--- src/rtl/cdp_dp_lut_ctrl_v2_pkg.sv ---
// Shared types, widths and index helpers for the CDP LUT index controller.
package cdp_dp_lut_ctrl_v2_pkg;

   localparam int unsigned ENTRY_W = 10;
   localparam int unsigned FRAC_W  = 16;
   localparam int unsigned INFO_W  = 18;
   localparam int unsigned START_W = 38;
   localparam int unsigned X_W     = 39;
   localparam int unsigned LE_MAX  = 64;
   localparam int unsigned LO_MAX  = 256;

   typedef struct packed {
      logic              uflow;
      logic              oflow;
      logic [FRAC_W-1:0] frac;
   } lut_info_t;

   typedef struct packed {
      logic [ENTRY_W-1:0] entry;
      lut_info_t          info;
   } lut_res_t;

   typedef enum logic {LeExp = 1'b0, LeLin = 1'b1} le_mode_e;

   // Linear index: bits above the shift point form the index, the 16 below it the fraction.
   function automatic lut_res_t lin_map(input logic [X_W-1:0]     x,
                                        input logic [7:0]         sel,
                                        input logic [ENTRY_W-1:0] max_idx);
      logic [X_W+FRAC_W-1:0] wide;
      lut_res_t              r;
      wide = {x, {FRAC_W{1'b0}}} >> sel;
      r    = '0;
      if (wide[X_W+FRAC_W-1:FRAC_W] > X_W'(max_idx)) begin
         r.entry      = max_idx;
         r.info.oflow = 1'b1;
      end else begin
         r.entry     = wide[FRAC_W +: ENTRY_W];
         r.info.frac = wide[FRAC_W-1:0];
      end
      return r;
   endfunction

   function automatic logic [5:0] lead_one(input logic [X_W-1:0] x);
      logic [5:0] p;
      p = '0;
      for (int i = 0; i < int'(X_W); i++) begin
         if (x[i]) p = 6'(i);
      end
      return p;
   endfunction

endpackage

--- src/rtl/cdp_lut_idx_lane.sv ---
// One lane of LUT index math: S1 subtracts the table starts, S2 shifts and clamps.
module cdp_lut_idx_lane
   import cdp_dp_lut_ctrl_v2_pkg::*;
#(
   parameter int unsigned SQW = 21
) (
   input  logic               clk_i,
   input  logic               rst_i,
   input  logic               s1_en_i,
   input  logic               s2_en_i,
   input  logic [SQW-1:0]     lane_i,
   input  logic               sqsum_bypass_i,
   input  logic [START_W-1:0] le_start_i,
   input  logic [START_W-1:0] lo_start_i,
   input  le_mode_e           le_mode_i,
   input  logic [7:0]         le_index_offset_i,
   input  logic [7:0]         le_index_select_i,
   input  logic [7:0]         lo_index_select_i,
   output logic [ENTRY_W-1:0] x_entry_o,
   output lut_info_t          x_info_o,
   output logic [ENTRY_W-1:0] y_entry_o,
   output lut_info_t          y_info_o
);

   localparam int unsigned DW = X_W + 1;

   logic [DW-1:0]      lane_ext, le_diff, lo_diff;
   logic [X_W-1:0]     le_x_q, le_x_d, lo_x_q, lo_x_d;
   logic               le_neg_q, le_neg_d, lo_neg_q, lo_neg_d;
   logic [ENTRY_W-1:0] x_entry_q, y_entry_q;
   lut_info_t          x_info_q, y_info_q;
   lut_res_t           le_res, lo_res, le_lin;
   logic [5:0]         lead_pos;
   logic signed [9:0]  exp_idx;
   logic [FRAC_W-1:0]  exp_frac;

   // Starts are treated as signed 38-bit values; one guard bit keeps the sign of the difference.
   always_comb begin
      lane_ext = sqsum_bypass_i ? {{(DW-SQW){lane_i[SQW-1]}}, lane_i}
                                : {{(DW-SQW){1'b0}}, lane_i};
      le_diff  = lane_ext - {{(DW-START_W){le_start_i[START_W-1]}}, le_start_i};
      lo_diff  = lane_ext - {{(DW-START_W){lo_start_i[START_W-1]}}, lo_start_i};
      le_x_d   = le_diff[X_W-1:0];
      le_neg_d = le_diff[DW-1];
      lo_x_d   = lo_diff[X_W-1:0];
      lo_neg_d = lo_diff[DW-1];
   end

   // Exponential offset is signed so that the upper clamp is reachable.
   always_comb begin
      lead_pos = lead_one(le_x_q);
      exp_idx  = $signed({4'b0000, lead_pos}) - $signed({{2{le_index_offset_i[7]}},
                                                         le_index_offset_i});
      exp_frac = FRAC_W'({le_x_q, {FRAC_W{1'b0}}} >> lead_pos);
      le_lin   = lin_map(le_x_q, le_index_select_i, ENTRY_W'(LE_MAX));
      le_res   = '0;
      if (le_neg_q) begin
         le_res.info.uflow = 1'b1;
      end else if (le_mode_i == LeLin) begin
         le_res = le_lin;
      end else if ((le_x_q == '0) || exp_idx[9]) begin
         le_res.info.uflow = 1'b1;
      end else if ($unsigned(exp_idx) > ENTRY_W'(LE_MAX)) begin
         le_res.entry      = ENTRY_W'(LE_MAX);
         le_res.info.oflow = 1'b1;
      end else begin
         le_res.entry     = $unsigned(exp_idx);
         le_res.info.frac = exp_frac;
      end

      lo_res = '0;
      if (lo_neg_q) begin
         lo_res.info.uflow = 1'b1;
      end else begin
         lo_res = lin_map(lo_x_q, lo_index_select_i, ENTRY_W'(LO_MAX));
      end
   end

   always_ff @(posedge clk_i or posedge rst_i) begin
      if (rst_i) begin
         le_x_q    <= '0;
         le_neg_q  <= 1'b0;
         lo_x_q    <= '0;
         lo_neg_q  <= 1'b0;
         x_entry_q <= '0;
         x_info_q  <= '0;
         y_entry_q <= '0;
         y_info_q  <= '0;
      end else begin
         if (s1_en_i) begin
            le_x_q   <= le_x_d;
            le_neg_q <= le_neg_d;
            lo_x_q   <= lo_x_d;
            lo_neg_q <= lo_neg_d;
         end
         if (s2_en_i) begin
            x_entry_q <= le_res.entry;
            x_info_q  <= le_res.info;
            y_entry_q <= lo_res.entry;
            y_info_q  <= lo_res.info;
         end
      end
   end

   assign x_entry_o = x_entry_q;
   assign x_info_o  = x_info_q;
   assign y_entry_o = y_entry_q;
   assign y_info_o  = y_info_q;

endmodule

--- src/rtl/cdp_dp_lut_ctrl_v2.sv ---
// CDP LUT index controller: input/sync fork, two-stage lane pipeline, LE flag counters.
module cdp_dp_lut_ctrl_v2
   import cdp_dp_lut_ctrl_v2_pkg::*;
#(
   parameter int unsigned TP  = 1,
   parameter int unsigned SQW = 21
) (
   input  logic                  nvdla_core_clk,
   input  logic                  nvdla_core_rst,
   input  logic                  sum2itp_pvld,
   output logic                  sum2itp_prdy,
   input  logic [TP*SQW-1:0]     sum2itp_pd,
   output logic                  sum2sync_pvld,
   input  logic                  sum2sync_prdy,
   output logic [TP*SQW-1:0]     sum2sync_pd,
   input  logic                  reg2dp_lut_le_function,
   input  logic [7:0]            reg2dp_lut_le_index_offset,
   input  logic [7:0]            reg2dp_lut_le_index_select,
   input  logic [7:0]            reg2dp_lut_lo_index_select,
   input  logic [START_W-1:0]    reg2dp_lut_le_start,
   input  logic [START_W-1:0]    reg2dp_lut_lo_start,
   input  logic                  reg2dp_sqsum_bypass,
   input  logic                  reg2dp_perf_clr,
   output logic                  dp2lut_pvld,
   input  logic                  dp2lut_prdy,
   output logic [TP*ENTRY_W-1:0] dp2lut_X_entry,
   output logic [TP*ENTRY_W-1:0] dp2lut_Y_entry,
   output logic [TP*INFO_W-1:0]  dp2lut_Xinfo,
   output logic [TP*INFO_W-1:0]  dp2lut_Yinfo,
   output logic [31:0]           dp2reg_lut_uflow_cnt,
   output logic [31:0]           dp2reg_lut_oflow_cnt
);

   logic        s1_vld_q, s1_vld_d, s2_vld_q, s2_vld_d;
   logic        pipe_in_rdy, s2_rdy, in_fire, s2_load, out_fire;
   le_mode_e    le_mode_q, le_mode_d;
   logic [7:0]  le_off_q, le_off_d, le_sel_q, le_sel_d, lo_sel_q, lo_sel_d;
   logic [31:0] uf_cnt_q, uf_cnt_d, of_cnt_q, of_cnt_d;
   logic [3:0]  uf_inc, of_inc;

   function automatic logic [31:0] sat_add(input logic [31:0] a, input logic [3:0] b);
      logic [32:0] s;
      s = {1'b0, a} + 33'(b);
      return s[32] ? 32'hFFFF_FFFF : s[31:0];
   endfunction

   // The sync FIFO and the pipeline advance together or not at all.
   always_comb begin
      s2_rdy        = !s2_vld_q || dp2lut_prdy;
      pipe_in_rdy   = !s1_vld_q || s2_rdy;
      in_fire       = sum2itp_pvld && pipe_in_rdy && sum2sync_prdy;
      s2_load       = s2_rdy && s1_vld_q;
      out_fire      = s2_vld_q && dp2lut_prdy;
      sum2itp_prdy  = pipe_in_rdy && sum2sync_prdy;
      sum2sync_pvld = sum2itp_pvld && pipe_in_rdy;
      sum2sync_pd   = sum2itp_pd;

      s1_vld_d = pipe_in_rdy ? in_fire : s1_vld_q;
      s2_vld_d = s2_rdy ? s1_vld_q : s2_vld_q;

      le_mode_d = in_fire ? le_mode_e'(reg2dp_lut_le_function) : le_mode_q;
      le_off_d  = in_fire ? reg2dp_lut_le_index_offset : le_off_q;
      le_sel_d  = in_fire ? reg2dp_lut_le_index_select : le_sel_q;
      lo_sel_d  = in_fire ? reg2dp_lut_lo_index_select : lo_sel_q;
   end

   always_comb begin
      uf_inc = '0;
      of_inc = '0;
      for (int m = 0; m < int'(TP); m++) begin
         uf_inc = uf_inc + 4'(dp2lut_Xinfo[m*INFO_W + INFO_W - 1]);
         of_inc = of_inc + 4'(dp2lut_Xinfo[m*INFO_W + INFO_W - 2]);
      end
      uf_cnt_d = uf_cnt_q;
      of_cnt_d = of_cnt_q;
      if (reg2dp_perf_clr) begin
         uf_cnt_d = '0;
         of_cnt_d = '0;
      end else if (out_fire) begin
         uf_cnt_d = sat_add(uf_cnt_q, uf_inc);
         of_cnt_d = sat_add(of_cnt_q, of_inc);
      end
   end

   always_ff @(posedge nvdla_core_clk or posedge nvdla_core_rst) begin
      if (nvdla_core_rst) begin
         s1_vld_q  <= 1'b0;
         s2_vld_q  <= 1'b0;
         le_mode_q <= LeExp;
         le_off_q  <= '0;
         le_sel_q  <= '0;
         lo_sel_q  <= '0;
         uf_cnt_q  <= '0;
         of_cnt_q  <= '0;
      end else begin
         s1_vld_q  <= s1_vld_d;
         s2_vld_q  <= s2_vld_d;
         le_mode_q <= le_mode_d;
         le_off_q  <= le_off_d;
         le_sel_q  <= le_sel_d;
         lo_sel_q  <= lo_sel_d;
         uf_cnt_q  <= uf_cnt_d;
         of_cnt_q  <= of_cnt_d;
      end
   end

   for (genvar m = 0; m < int'(TP); m++) begin : g_lane
      cdp_lut_idx_lane #(
         .SQW (SQW)
      ) u_lane (
         .clk_i             (nvdla_core_clk),
         .rst_i             (nvdla_core_rst),
         .s1_en_i           (in_fire),
         .s2_en_i           (s2_load),
         .lane_i            (sum2itp_pd[m*SQW +: SQW]),
         .sqsum_bypass_i    (reg2dp_sqsum_bypass),
         .le_start_i        (reg2dp_lut_le_start),
         .lo_start_i        (reg2dp_lut_lo_start),
         .le_mode_i         (le_mode_q),
         .le_index_offset_i (le_off_q),
         .le_index_select_i (le_sel_q),
         .lo_index_select_i (lo_sel_q),
         .x_entry_o         (dp2lut_X_entry[m*ENTRY_W +: ENTRY_W]),
         .x_info_o          (dp2lut_Xinfo[m*INFO_W +: INFO_W]),
         .y_entry_o         (dp2lut_Y_entry[m*ENTRY_W +: ENTRY_W]),
         .y_info_o          (dp2lut_Yinfo[m*INFO_W +: INFO_W])
      );
   end

   assign dp2lut_pvld          = s2_vld_q;
   assign dp2reg_lut_uflow_cnt = uf_cnt_q;
   assign dp2reg_lut_oflow_cnt = of_cnt_q;

endmodule

--- config.mk ---
export PLATFORM = sky130hd
export DESIGN_NAME = cdp_dp_lut_ctrl_v2
export DESIGN_NICKNAME = d
export VERILOG_FILES = /design/src/rtl/cdp_dp_lut_ctrl_v2_pkg.sv /design/src/rtl/cdp_lut_idx_lane.sv /design/src/rtl/cdp_dp_lut_ctrl_v2.sv
export SDC_FILE = /design/constraint.sdc
export NUM_CORES = 1
export LEC_CHECK = 0
export ABC_AREA = 1
export CAP_MARGIN = 25
export CORE_MARGIN = 2
export CORE_UTILIZATION = 30
export DETAILED_ROUTE_END_ITERATION = 6
export PLACE_DENSITY_LB_ADDON = 0.2
export SLEW_MARGIN = 20
export SYNTH_ARGS = -nofsm -noshare
export SYNTH_HDL_FRONTEND = slang
export SYNTH_SLANG_ARGS = --single-unit
--- constraint.sdc ---
create_clock -name nvdla_core_clk -period 9.3 [get_ports nvdla_core_clk]
set_input_delay 1.86 -clock nvdla_core_clk [delete_from_list [all_inputs] [get_ports nvdla_core_clk]]
set_output_delay 1.86 -clock nvdla_core_clk [all_outputs]
set_load 0.05 [all_outputs]
==> run_results.csv, run 1 <==
group,metric,value,unit
status,status,"completed",
global_routing,grt_pass1_wl,123000,um
synth,synth.avg_cell_area,6.36,um^2
synth,synthTopCellsByCount,"nand2_1, o21ai_0, inv_1, nand3_1, dfrtp_1",
floorplanning,core.rowCount,98,
clocking,numCtsBuffers,28,
synth,synth_edf_count,0,
run,drv_cap,0,
timing,slew_headroom,0.316,
clocking,cts-resized-gates,0,
worst_setup_path,path_depth,51,
synth,synth_warnings,0,
clocking,cts_tree,"yes",
clocking,insertion_delay,610,ps
synth,syn_inst,3376,
worst_setup_path,cp-start-kind,"flop",
synth,ys_seq_elements,227,
timing,drv_slew,0,
floorplanning,die_w,272,um
clocking,cts_setup_buffers,0,
worst_setup_path,critPathMaxStageDelay,520,ps
clocking,clk_pin_slew,60,ps
cells_and_area,drive_gt1_frac,0.0401,
global_routing,overflow,0,
synth,synth_cell_types,66,
floorplanning,core-area,71200,um^2
placement,pre_cts_slack,3130,ps
clocking,holdBufCountCts,0,
clocking,cts.sinks,227,
placement,gp_congestion,0.916,
synth,yosys.area_share.adder,0.0529,
synth,yosys.area.top_type_share,0.264,
detailed_routing,routed_wl,78100,um
clocking,cts_root_buffer,"clkbuf_16",
clocking,htree_levels,1,
timing,fin_skew,55.1,ps
worst_setup_path,cp_data_required_time,9810,ps
timing,setup_viol,0,
detailed_routing,avgViaCountPerCell,5.11,
detailed_routing,antenna_left,0,
worst_setup_path,path_class,"flop to flop",
power_and_ir_drop,p_per_area,198,nW/um^2
cells_and_area,antenna_cells,0,
worst_setup_path,slowest_stage,"nand2_4",
timing,hold_viol,0,
power_and_ir_drop,p_leak,12.0,nW
timing,fin_ws,3390,ps
cells_and_area,fin_nets,3741,
timing,worst_pin_slew,1020,ps
cells_and_area,final_util,0.361,
worst_setup_path,r2r_cells,51,
global_routing,gr-usage-all-layers,0.206,
power_and_ir_drop,vdd_drop_max,0.0000869,V
synth,synth_top_family_by_area,"simple AND/OR/NAND/NOR gates",
timing,clock.fmax,169,MHz
detailed_routing,drc_errors,0,
timing,finalSetupTns,0,ps
worst_hold_path,whs_path_depth,2,
synth,synthMuxAreaShare,0.0345,
detailed_routing,drt_pass1_iterations,5,
floorplanning,start_util,0.302,
synth,synth-main-ff-cell,"dfrtp_1",
synth,yosysMostFrequentCell,"nand2_1",
cells_and_area,area_delta_synth_final,19.8,%
floorplanning,num_io_pins,273,
floorplanning,die_area,73800,um^2
floorplanning,fp.dieH,272,um
power_and_ir_drop,total_power,5.09,mW
synth,syn_nets,3594,
synth,synth_xor_area_frac,0.0326,
placement,dp_hpwl,60800,um
detailed_routing,drtIter0Drc,2205,
worst_setup_path,critPathBufInv,4,
global_routing,grt_max_degree,109,
detailed_routing,vias,22979,
synth,yosys.area_share.simple,0.294,
timing,rsz0062_at_grt,"no",
worst_setup_path,path_common_cell,"nand2_1",
global_routing,grt_pass1_vias,21428,
synth,synth-compound-area-share,0.207,
synth,synth_top_area_cell,"dfrtp_1",
timing,hold_ws,480,ps
synth,syn_area,21500,um^2
placement,port_buffers,272,
worst_setup_path,cp.arrival,6420,ps
synth,ys_seq_area_frac,0.264,
global_routing,antenna_found_initial,3,
timing,period_minus_slack,5910,ps
synth,ys_top_cells_by_area,"dfrtp_1, nand2_1, o21ai_0",
clocking,clock_path_buffers,3,
detailed_routing,post_drt_wl_per_cell,17.4,um
worst_setup_path,worstPathMaxFanout,48,
worst_setup_path,crit_path_end_kind,"flop",
timing,timing.final.crit_share,0.636,
synth,synth-async-reset-ratio,1.00,
worst_hold_path,hold_class,"flop to flop",
worst_setup_path,cp_top_family,"simple AND/OR/NAND/NOR gates",
[layer usage]
layer | track usage | share of wire | vias up
met2 | 0.314 | 0.42 | 819
met3 | 0.0312 | 0.067 | 106
met4 | 0.0473 | 0.022 | 6
met5 | 0 | 0.00044 | -
li1 | - | - | 11547
met1 | 0.304 | 0.49 | 10501
[cell families after synthesis]
| kind of cell | Yosys count |
|---|---|
| xor+xnor | 80 |
| compound gates | 795 |
| fa+ha+maj | 89 |
| simple gates | 1505 |
| buf+inv | 606 |
| mux | 74 |
| flops | 227 |
[report_power, final]
group | switching, mW | internal (mW)
clock network | 0.475 | 0.646
logic | 1.84 | 0.844
registers | 0.140 | 1.14
[area by class of cell]
| type | count | area [um^2] |
|---|---|---|
| flip-flops and latches | 227 | 5680 |
| well taps | 950 | 1190 |
| clock inverters | 16 | 190 |
| inverters | 413 | 1560 |
| multi-input cells | 2543 | 13400 |
| clock buffers | 34 | 733 |
| repair buffers | 310 | 3030 |
| fillers | 7790 | 45500 |
[path summary, 6_finish.rpt]
check,startpoint,endpoint,slack [ps]
worst max-delay path,g_lane[0].u_lane.le_x_q[3],g_lane[0].u_lane.x_entry_o[0],3390
worst min-delay path,g_lane[0].u_lane.y_info_o[16],g_lane[0].u_lane.y_info_o[16],480
worst max register to register,g_lane[0].u_lane.le_x_q[3],g_lane[0].u_lane.x_entry_o[0],3390
worst min register to register,g_lane[0].u_lane.y_info_o[16],g_lane[0].u_lane.y_info_o[16],480
max in group asynchronous,nvdla_core_rst,g_lane[0].u_lane.lo_x_q[0],6160
min in group asynchronous,nvdla_core_rst,g_lane[0].u_lane.x_info_o[4],1800
[sequential cells by signal, indices dropped and copies added, names as in the netlist, 10 cells and up]
signal / flops
g_lane.u_lane.le_x_q: 39
g_lane.u_lane.lo_x_q: 39
dp2reg_lut_oflow_cnt: 32
dp2reg_lut_uflow_cnt: 32
g_lane.u_lane.x_info_o: 18
g_lane.u_lane.y_info_o: 18
g_lane.u_lane.x_entry_o: 10
g_lane.u_lane.y_entry_o: 10
[cell usage in the layout, fill, tap and decap left out, drive strengths merged, types with 38 or more instances in the layout]
master / Yosys / routed
xor2: 50 / 50
buf: 73 / 38
nor3: 52 / 52
nor2: 195 / 195
nand2: 882 / 882
o21ai: 488 / 488
a21oi: 149 / 149
clkdlybuf4s50: 0 / 272
inv: 405 / 406
ha: 86 / 86
o22ai: 49 / 49
nand3: 314 / 314
dfrtp: 227 / 227
mux2i: 74 / 74
[worst min-delay path, cell delays in order (launching register included)]
cell	delay [ps]
dfrtp_1	340
nand2_1	50
nand2_1	50
[stage by stage]
step	std cells	cell area [um^2]
after global routing	4493	25700
after detailed placement	4443	24800
after floorplan	3376	21500
final	4493	25700
after CTS	4493	25700
after global placement	4442	24800
Power figures use the tool's default switching activity.
==> run 2, diff against run 1 <==
Clock period 9.3 ns to 4.95 ns, I/O delays scaled along.
==> run 2 against run 1 <==
Effect of this change: first-iteration DRC count shrank 15%; non-clock buffer count grew 108; cell area grew 4.5%; via count grew 0.87%; critical endpoint is now g_lane[0].u_lane.x_info_o[11]; largest cell class unchanged; highest routed layer is now met4.
==> run_results.csv, run 2 (same netlist as run 1, synthesis figures left out) <==
group,metric,value,unit
timing,drv_slew,0,
detailed_routing,routed_wl,79600,um
worst_setup_path,path_class,"flop to flop",
detailed_routing,drc_errors,0,
detailed_routing,antenna_left,0,
floorplanning,core.rowCount,98,
worst_setup_path,cp.arrival,5460,ps
worst_setup_path,path_common_cell,"nand2_1",
global_routing,grt_max_degree,137,
placement,dp_hpwl,62500,um
worst_setup_path,cp_top_family,"simple AND/OR/NAND/NOR gates",
floorplanning,core-area,71200,um^2
floorplanning,die_area,73800,um^2
cells_and_area,final_cell_mix,"nand2_1, o21ai_0, inv_1",
global_routing,grt_pass1_wl,125000,um
floorplanning,num_io_pins,273,
placement,placed_area,25600,um^2
clocking,insertion_delay,600,ps
detailed_routing,drtIter0Drc,1871,
floorplanning,fp.dieH,272,um
power_and_ir_drop,p_per_area,371,nW/um^2
power_and_ir_drop,vdd_drop_max,0.000262,V
cells_and_area,final_cell_area,26900,um^2
detailed_routing,vias,23178,
detailed_routing,wl_met1,39000,um
timing,period_minus_slack,4940,ps
worst_hold_path,hold_class,"flop to flop",
worst_setup_path,critPathBufInv,4,
timing,fin_ws,5.83,ps
detailed_routing,top_layer,"met4",
power_and_ir_drop,p_leak,12.6,nW
cells_and_area,final_common_cell,"nand2_1",
timing,worst_pin_slew,853,ps
detailed_routing,wl_met3,4170,um
clocking,htree_levels,1,
clocking,cts_tree,"yes",
cells_and_area,drive_gt1_frac,0.0803,
clocking,numCtsBuffers,28,
clocking,cts_root_buffer,"clkbuf_16",
timing,hold_viol,0,
cells_and_area,largest_registers,"g_lane.u_lane.le_x_q x39, g_lane.u_lane.lo_x_q x39",
timing,setup_viol,0,
timing,rsz0062_at_grt,"yes",
clocking,clk_pin_slew,60,ps
cells_and_area,seqCellArea,5680,um^2
worst_setup_path,slowest_stage,"fa_2",
detailed_routing,drt_pass1_iterations,6,
timing,fin_skew,39.4,ps
clocking,clock_path_buffers,3,
detailed_routing,avgViaCountPerCell,5.04,
detailed_routing,wl_met2,33900,um
cells_and_area,area_delta_synth_final,25.2,%
timing,timing.final.crit_share,0.999,
worst_setup_path,cp-start-kind,"flop",
power_and_ir_drop,total_power,9.99,mW
run,drv_cap,0,
cells_and_area,multi_input_area,13500,um^2
global_routing,grt_pass1_vias,22178,
worst_setup_path,cp_data_required_time,5460,ps
worst_setup_path,worstPathMaxFanout,4,
placement,pre_cts_slack,-72.8,ps
clocking,cts.sinks,227,
timing,clock.fmax,202,MHz
timing,slew_headroom,0.429,
placement,gp_congestion,0.944,
global_routing,overflow,0,
status,status,"completed",
placement,port_buffers,272,
detailed_routing,post_drt_wl_per_cell,17.3,um
floorplanning,start_util,0.302,
cells_and_area,antenna_cells,0,
worst_setup_path,crit_path_end_kind,"flop",
floorplanning,die_w,272,um
clocking,holdBufCountCts,0,
worst_setup_path,critPathMaxStageDelay,440,ps
cells_and_area,fillers,7789,
global_routing,antenna_found_initial,0,
cells_and_area,fin_nets,3849,
global_routing,gr-usage-all-layers,0.209,
run 2: changes by cell type in the layout (fill, tap and decap cells not counted), moves of 6 or more:
cell,previous run,this run
buf_12,0,11
buf_4,37,132
clkbuf_8,1,8
clkinv_2,9,2
nand2_1,869,843
nand2_2,10,35
o21ai_0,429,423
run 2: repair_timing:
item                                    in CTS  in global routing
setup buffers                                0                  8
endpoints found under the setup margin       4                 25
hold endpoints to repair                     0                  0
gates resized for setup                      3                 64
pin swaps                                    0                 23
cloned                                       0                  1
run 2: worst paths after layout:
check                                                   from                             to  slack [ps]  cells after the start
worst max-delay path              g_lane[0].u_lane.le_x_q[2]  g_lane[0].u_lane.x_info_o[11]           6                     51
worst min-delay path            g_lane[0].u_lane.x_info_o[3]   g_lane[0].u_lane.x_info_o[3]         470                      2
worst max register to register    g_lane[0].u_lane.le_x_q[2]  g_lane[0].u_lane.x_info_o[11]           6                     51
worst min register to register  g_lane[0].u_lane.x_info_o[3]   g_lane[0].u_lane.x_info_o[3]         470                      2
max in group asynchronous                     nvdla_core_rst    g_lane[0].u_lane.le_x_q[30]        3130                      3
min in group asynchronous                     nvdla_core_rst                    lo_sel_q[4]         880                      2
run 2: report_power, final:
group | internal (mW) | switching (mW)
clock network | 1.26 | 0.860
registers | 2.14 | 0.243
logic | 1.86 | 3.62
run 2: routing by layer:
| layer | track usage | vias up |
|---|---|---|
| li1 | - | 11743 |
| met1 | 0.306 | 10629 |
| met2 | 0.324 | 688 |
| met3 | 0.0225 | 118 |
| met4 | 0.0603 | 0 |
| met5 | 0 | - |
run 2: stage by stage:
step | util | std cells | TNS [ps] | hold WS [ps]
finish | 0.378 | 4601 | 0 | 472
global route | 0.378 | 4601 | -10990 | 502
CTS | 0.373 | 4592 | 0 | 486
detailed placement | 0.360 | 4542 | -96.5 | 469
global placement | 0.360 | 4542 | -24.5 | 469
floorplan | - | 3376 | 0 | 448
run 2: worst min-delay path: stages (launching register included):
cell and delay [ps]:
dfrtp_1 340, nand2_1 60, nand2_1 50
run 2: cell type report:
cell class | count | area share
multi-input cells | 2543 | 0.503
inverters | 413 | 0.0579
clock inverters | 7 | 0.00432
flip-flops and latches | 227 | 0.211
repair buffers | 418 | 0.148
clock buffers | 43 | 0.0311
well taps | 950 | 0.0442
